## src/rtl/prod_accumulator_pkg.sv

```systemverilog
// Shared types and constants for the product accumulator.
package prod_accumulator_pkg;

  // Control states of the accumulator.
  typedef enum logic [1:0] {
    IDLE  = 2'd0,
    ACCUM = 2'd1,
    HOLD  = 2'd2
  } state_t;

  localparam int ACC_W_DEFAULT = 24;
  localparam int LEN_W_DEFAULT = 4;
  localparam int PROD_W        = 16;

  // Saturation limits at the default accumulator width.
  localparam logic [ACC_W_DEFAULT-1:0] SAT_MAX_DEFAULT = {1'b0, {(ACC_W_DEFAULT-1){1'b1}}};
  localparam logic [ACC_W_DEFAULT-1:0] SAT_MIN_DEFAULT = {1'b1, {(ACC_W_DEFAULT-1){1'b0}}};

endpackage

```

## src/rtl/prod_accumulator_sat_add.sv

```systemverilog
// Combinational saturating adder: ACC_W signed accumulator plus a 16-bit
// signed product, summed at ACC_W+1 bits and clamped back to ACC_W.
module sat_add
  import prod_accumulator_pkg::*;
#(
  parameter int ACC_W = ACC_W_DEFAULT
) (
  input  logic [ACC_W-1:0]  acc,
  input  logic [PROD_W-1:0] addend,
  output logic [ACC_W-1:0]  sum,
  output logic              ovf
);

  localparam logic [ACC_W-1:0] SAT_MAX = {1'b0, {(ACC_W-1){1'b1}}};
  localparam logic [ACC_W-1:0] SAT_MIN = {1'b1, {(ACC_W-1){1'b0}}};

  logic [ACC_W:0] wide;

  // Add with one guard bit; differing top two bits mean the result left range.
  always_comb begin
    wide = {acc[ACC_W-1], acc} + {{(ACC_W+1-PROD_W){addend[PROD_W-1]}}, addend};
    if (wide[ACC_W] != wide[ACC_W-1]) begin
      ovf = 1'b1;
      sum = wide[ACC_W] ? SAT_MIN : SAT_MAX;
    end else begin
      ovf = 1'b0;
      sum = wide[ACC_W-1:0];
    end
  end

endmodule

```

## src/rtl/prod_accumulator.sv

```systemverilog
// Dot-product accumulator: sums len signed 16-bit products with saturation,
// then holds the result until downstream accepts it.
module prod_accumulator
  import prod_accumulator_pkg::*;
#(
  parameter int ACC_W = ACC_W_DEFAULT,
  parameter int LEN_W = LEN_W_DEFAULT
) (
  input  logic              clk,
  input  logic              rst,
  input  logic              start,
  input  logic [LEN_W-1:0]  len,
  input  logic [PROD_W-1:0] prod_in,
  input  logic              prod_valid,
  input  logic              out_ready,
  output logic [ACC_W-1:0]  acc_out,
  output logic              acc_valid,
  output logic              busy,
  output logic              ovf
);

  state_t           state;
  logic [LEN_W-1:0] cnt;
  logic [ACC_W-1:0] sum;
  logic             add_ovf;

  sat_add #(.ACC_W(ACC_W)) u_sat_add (
    .acc    (acc_out),
    .addend (prod_in),
    .sum    (sum),
    .ovf    (add_ovf)
  );

  // Control FSM; acc_out itself is the accumulator register.
  always_ff @(posedge clk or posedge rst) begin
    if (rst) begin
      state     <= IDLE;
      acc_out   <= '0;
      cnt       <= '0;
      ovf       <= 1'b0;
      acc_valid <= 1'b0;
      busy      <= 1'b0;
    end else begin
      case (state)
        IDLE: begin
          if (start) begin
            acc_out <= '0;
            ovf     <= 1'b0;
            busy    <= 1'b1;
            cnt     <= len;
            if (len == '0) begin
              // Empty dot product: present a zero result right away.
              state     <= HOLD;
              acc_valid <= 1'b1;
            end else begin
              state <= ACCUM;
            end
          end
        end
        ACCUM: begin
          // Bubbles (prod_valid low) leave acc and cnt untouched.
          if (prod_valid) begin
            acc_out <= sum;
            ovf     <= ovf | add_ovf;
            cnt     <= cnt - LEN_W'(1);
            if (cnt == LEN_W'(1)) begin
              state     <= HOLD;
              acc_valid <= 1'b1;
            end
          end
        end
        HOLD: begin
          // start is deliberately not looked at here, even alongside out_ready.
          if (out_ready) begin
            state     <= IDLE;
            acc_valid <= 1'b0;
            busy      <= 1'b0;
          end
        end
        default: begin
          state     <= IDLE;
          acc_valid <= 1'b0;
          busy      <= 1'b0;
        end
      endcase
    end
  end

endmodule

```

## config.mk

```make
export PLATFORM = sky130hd
export DESIGN_NAME = prod_accumulator
export DESIGN_NICKNAME = d
export VERILOG_FILES = /design/src/rtl/prod_accumulator_pkg.sv /design/src/rtl/prod_accumulator_sat_add.sv /design/src/rtl/prod_accumulator.sv
export SDC_FILE = /design/constraint.sdc
export NUM_CORES = 1
export LEC_CHECK = 0
export CAP_MARGIN = 20
export CORE_MARGIN = 1.5
export CORE_UTILIZATION = 30
export CTS_CLUSTER_DIAMETER = 120
export DETAILED_ROUTE_END_ITERATION = 7
export MAX_ROUTING_LAYER = met4
export PLACE_DENSITY = 0.64
export SYNTH_ARGS = -nofsm -noshare
export SYNTH_HDL_FRONTEND = slang
export SYNTH_SLANG_ARGS = --single-unit
```

## constraint.sdc

```tcl
create_clock -name clk -period 2.9 [get_ports clk]
set_input_delay 0.58 -clock clk [delete_from_list [all_inputs] [get_ports clk]]
set_output_delay 0.58 -clock clk [all_outputs]
set_load 0.02 [all_outputs]
```

Yosys cells after proc, flatten, opt, wreduce, memory -nomap -nowiden --
Index checks and enable logic that the tools add are counted.
Word-level totals: input port bits 25, bits in registers 33, word-level logic and storage cells 52
Cells by class: add/subtract/negate cells 2, bitwise logic cells 2, muxes and demuxes 26, equality and inequality tests 9, reduce and logical (&&, ||, !) cells 7
Operators with widths (number):
- 24-bit two-way mux | 4
- 24-bit case mux with 2 select lines | 1
- 24-bit by 16-bit adder with 25-bit output | 1
- 2-bit two-way mux | 5
- 2-bit != test, second input constant | 5
- 1-bit two-way mux | 9
- 4-bit two-way mux | 2
- 4-bit case mux with 2 select lines | 1
- 1-bit case mux with 3 select lines | 2
- 2-bit case mux with 3 select lines | 1
- 3-bit AND reduction | 2
- 5-bit AND reduction | 1
- 4-bit by 1-bit == test with 1-bit output, second input constant | 1
- 4-bit logical NOT | 1
- 4-bit AND reduction | 1
- 4-bit by 1-bit subtractor with 4-bit output, second input constant | 1
- 2-bit by 1-bit == test with 1-bit output, second input constant | 1
- 2-bit == test, second input constant | 1
- 2-bit logical NOT | 1
- 1-bit case mux with 2 select lines | 1
- 2-bit nonzero test | 1
- 1-bit != test | 1
- 1-bit inverter | 1
- 1-bit OR | 1

Depth between registers and ports, before layout --
depth in word-level cells 6, gate-level depth with buffers 11, gate-level depth less buffers 10

Cells and area by module --
From an unflattened synthesis, not the netlist that was laid out.
Second synthesis, totals: cell total of the unflattened synthesis 392, area total of the unflattened synthesis 3283.1 µm²
By module, submodules not included:
- sat_add | sequential area each 0.0 µm², cells each 282, times used 1, area an instance 1911.8 µm²
- prod_accumulator | sequential area each 825.8 µm², cells each 110, times used 1, area an instance 1371.3 µm²

Worst setup path after synthesis --
Ideal clock, no wire load.
path kind input to register, start in prod_in[0], end reg acc_out[1], setup time 0.124 ns, required time 2.776 ns, slack -0.075 ns, data arrival time 2.851 ns, buffers on the path 1, stages on the path 11, cells stage by stage ha_1 -> fa_1 -> a21oi_1 -> o21bai_2 -> a221oi_4 -> a311oi_4 -> o211ai_2 -> mux2_4 -> buf_6 -> a21oi_2 -> o21ai_1
Between the ends: word-level cells in the longest chain between the ends 5, elaborated cells on any way between the ends 6, classes of those cells add/sub (1); eq/ne (1); mux (4)
Ends and longest elaborated chain:
- start, declared | line prod_accumulator.sv:13 | input logic [PROD_W-1:0] prod_in,
- 24-bit by 16-bit adder with 25-bit output * | line prod_accumulator_sat_add.sv:21 | wide = {acc[ACC_W-1], acc} + {{(ACC_W+1-PROD_W){addend[PROD_W-1]}}, addend};
- 24-bit two-way mux / 1-bit != test (equally long branches) | line prod_accumulator_sat_add.sv:24, prod_accumulator_sat_add.sv:22
- 24-bit two-way mux * | line prod_accumulator_sat_add.sv:22 | if (wide[ACC_W] != wide[ACC_W-1]) begin
- 24-bit two-way mux * | line prod_accumulator.sv:62 | if (prod_valid) begin
- 24-bit case mux with 2 select lines * | line prod_accumulator.sv:44 | case (state)
- end signal, assigned | line prod_accumulator.sv:63 | acc_out <= sum;
- end, declared | line prod_accumulator.sv:16 | output logic [ACC_W-1:0] acc_out,
Every way passes the cells marked *; elsewhere a longest branch is shown, timed or not. The select of a mux whose other input is x is not followed. A chain may end at the register's enable or synchronous reset.

Final worst setup path --
start in prod_in[12], end reg acc_out[0]
Same word-level chain as after synthesis.

==> impl_metrics.env <==
export IMPL_clkSinkCount=33
export IMPL_path_class="in2reg"
export IMPL_worstPathRequired_ns=3.08
export IMPL_p_comb_frac=0.737
export IMPL_hold_start="acc_valid$_DFFE_PP0P_"
export IMPL_place_hpwl_um=6000
export IMPL_vias=3009
export IMPL_max_freq_mhz=342
export IMPL_instances_no_fill=592
export IMPL_slew_headroom=0.576
export IMPL_synth_fa_ha_area_frac=0.121
export IMPL_root_buffer="clkbuf_8"
export IMPL_placedCellCount=578
export IMPL_crit_family="compound AO/OA/AOI/OAI gates"
export IMPL_drv_slew=0
export IMPL_hold_slack_ns=0.506
export IMPL_crit_chain="clkdlybuf4s50_1 -> ha_4 -> nand2_1 -> o2111ai_2 -> a211oi_2 -> a21oi_4 -> or3b_4 -> mux2_4 -> buf_6 -> a21oi_2 -> o21ai_1"
export IMPL_initial_utilization=0.310
export IMPL_worstReg2RegEnd="acc_out[0]$_DFFE_PP0P_"
export IMPL_drtIter0Drc=112
export IMPL_synthTopCellsByArea="dfrtp_1 29%, ha_1 11%, nand2_1 6.7%"
export IMPL_total_power_mw=5.07
export IMPL_cts_tree="done"
export IMPL_p_int_mw=2.79
export IMPL_grt_pass1_vias=2945
export IMPL_synth_seq_area_share=0.288
export IMPL_track_usage=0.169
export IMPL_io_pins=52
export IMPL_synth_top_area_cell="dfrtp_1"
export IMPL_ctsHoldBuffers=0
export IMPL_final_cell_mix="68 x buf_4, 50 x nand2_1, 45 x clkdlybuf4s50_1, 33 x dfrtp_1, 26 x o21ai_1"
export IMPL_preCtsSetupSlack_ns=-0.577
export IMPL_synth_cell_types=55
export IMPL_outcome="complete, but fails checks"
export IMPL_clk_pin_slew_ns=0.07
export IMPL_reg2reg_from="acc_out[0]$_DFFE_PP0P_"
export IMPL_max_vdd_ir_drop_v=0.000636
export IMPL_nets=514
export IMPL_reg2reg_slack_ns=0.02
export IMPL_crit_path_max_fanout=6
export IMPL_cts_buffer_depth=2
export IMPL_slowest_stage="clkdlybuf4s50_1"
export IMPL_arrival_ns=3.10
export IMPL_worstSetupEndpointType="flip-flop"
export IMPL_r2r_cells=11
export IMPL_min_path_type="reg2reg"
export IMPL_grt_first_pass_wirelength_um=13600
export IMPL_cp_num_buf_inv=2
export IMPL_yosys_warnings=0
export IMPL_period_share=1.01
export IMPL_netSwitchingPower_mw=2.28
export IMPL_syn_area_mm2=0.00286
export IMPL_sw_frac_of_total=0.449
export IMPL_pwr_share_seq=0.172
export IMPL_final_setup_tns_ns=-0.0898
export IMPL_synth_xor_area_share=0.0459
export IMPL_wire_per_inst_um=13.7
export IMPL_first_pass_iters=6
export IMPL_synthMuxAreaShare=0.0105
export IMPL_cts_buffers=5
export IMPL_die_x_um=101
export IMPL_min_to="acc_valid$_DFFE_PP0P_"
export IMPL_row_count=35
export IMPL_synthSimpleGateAreaFrac=0.170
export IMPL_clkLatencyLatePin_ns=0.29
export IMPL_synth_nets=393
export IMPL_die_area_mm2=0.0101
export IMPL_wirelength_um=8130
export IMPL_multi_input_area_mm2=0.00219
export IMPL_antenna_found_initial=0
export IMPL_final_common_cell="buf_4"
export IMPL_drc=0
export IMPL_cap_viol_max_count=0
export IMPL_antenna_cells=0
export IMPL_setup_violations=7
export IMPL_fillers=882
export IMPL_htree_levels=2
export IMPL_synth_compound_area_share=0.313
export IMPL_synthCells=341
export IMPL_syn_area_per_cell_um2=8.40
export IMPL_worst_pin_slew_ns=0.636
export IMPL_grt_overflow_total=0
export IMPL_synth_seq_cells=33
export IMPL_via_per_inst=5.08
export IMPL_p_per_area_mw_per_mm2=1130
export IMPL_slowest_delay_ns=0.51
export IMPL_hold_depth=1
export IMPL_grt_max_degree=34
export IMPL_place_gp_congestion=0.858
export IMPL_core_mm2=0.00924
export IMPL_fin_crit_ns=2.92
export IMPL_rsz0062_at_grt="true"
export IMPL_die_height_um=101
export IMPL_synth_top_cell_area_share=0.288
export IMPL_drive_above_1_share=0.328
export IMPL_clockPowerShare=0.091
export IMPL_finalWorstSetupSlack_ns=-0.0248
export IMPL_synth_flop_cell="dfrtp_1"
export IMPL_violations="negative setup slack"
export IMPL_portBuffers=51
export IMPL_synth_edf_count=0
export IMPL_synth_async_sr_flop_share=1.00
export IMPL_antenna_left=0
export IMPL_area_growth_synth_to_final_pct=56.1
export IMPL_hold_violations=0
export IMPL_finalClockSkew_ns=0.00737
export IMPL_synth_top_family_by_area="compound AO/OA/AOI/OAI gates"
export IMPL_leakage_nw=1.94
export IMPL_regArea_um2=826
export IMPL_start_kind="input port"
-- cells by family (layout without fill, tap and decap cells) --
group | count (synthesis) | in the layout
adders and majority gates | 27 | 27
xor gates and xnor gates | 15 | 15
and+or+nand+nor | 105 | 105
DFF | 33 | 33
AOI/OAI and AO/OA | 132 | 132
muxes | 2 | 3
buffers and inverters | 27 | 148
-- metal layers --
metal	up-vias	wire length, um	track usage
met5	-	0	-
met4	0	115	0.0520
met3	13	326	0.0319
met2	66	3900	0.272
met1	1454	3780	0.216
li1	1476	-	-
-- state kept, by name, summed over array words and instances (netlist names) --
name / count
cnt: 4
state: 2
ovf: 1
acc_out: 24
busy: 1
acc_valid: 1
-- synthesized netlist by cell type (3+ instances only) --
cell / instances
or3_1: 4
nor2b_1: 3
nor3_1: 4
a21oi_1: 33
dfrtp_1: 33
nand2_1: 51
a211oi_1: 5
o21ai_1: 26
buf_6: 5
xor2_1: 6
a21oi_2: 12
o21ai_0: 17
clkbuf_1: 4
nand3_1: 4
o31ai_1: 3
a22oi_1: 5
ha_1: 26
a21o_1: 3
inv_1: 13
a31oi_1: 4
and2_1: 3
nor2_1: 21
xnor2_1: 9
o21a_1: 6
-- worst register-to-register path: stages, from the launching register on --
cell,delay (ns)
dfrtp_1,0.41
ha_4,0.18
fa_2,0.42
a21oi_4,0.18
o21bai_2,0.11
a221oi_4,0.32
a311oi_4,0.16
o211ai_2,0.24
mux2_4,0.39
buf_6,0.16
a21oi_2,0.12
o21ai_1,0.07
-- per-stage QoR --
| step | cell area (um2) | util |
|---|---|---|
| global placement | 4060 | 0.440 |
| detailed placement | 4060 | 0.440 |
| global route | 4470 | 0.484 |
| finish | 4470 | 0.484 |
| floorplan | 2920 | - |
| CTS | 4310 | 0.467 |
-- power groups by stage --
stage	Combinational, mW	Clock, mW	Sequential, mW
floorplan	2.06	0	0.983
detailed placement	3.40	0	0.856
CTS	3.56	0.479	0.861
global route	4.05	0.500	0.906
finish	3.74	0.464	0.871
global placement	3.35	0	0.850
-- what timing repair did --
item                                   in CTS  in global routing
gates resized for setup                    25                 25
setup buffers                               1                  4
pin swaps                                   8                 11
endpoints found under the hold margin       0                  0
cloned                                      1                  0
setup endpoints to repair                  24                 24
-- worst max path at each step --
stage                      startpoint                      end  slack [ns]  depth (start not counted)
3_5_place_dp               prod_in[0]   acc_out[0]$_DFFE_PP0P_       -0.58                         12
6_report                  prod_in[12]   acc_out[0]$_DFFE_PP0P_       -0.02                         11
3_3_place_gp               prod_in[0]   acc_out[0]$_DFFE_PP0P_       -0.53                         12
2_1_floorplan              prod_in[0]   acc_out[1]$_DFFE_PP0P_      -0.009                         11
5_1_grt        acc_out[0]$_DFFE_PP0P_   acc_out[3]$_DFFE_PP0P_       -0.11                         11
4_1_cts                   prod_in[12]  acc_out[10]$_DFFE_PP0P_       0.003                         11
-- final cells by class --
type	instances	area share
Clock buffer	7	0.0193
Multi-Input combinational cell	282	0.490
Inverter	13	0.0109
Clock inverter	1	0.00672
Sequential cell	33	0.185
Tap cell	129	0.0361
Timing Repair Buffer	127	0.252
No activity file was read; power rests on OpenSTA's default activity.
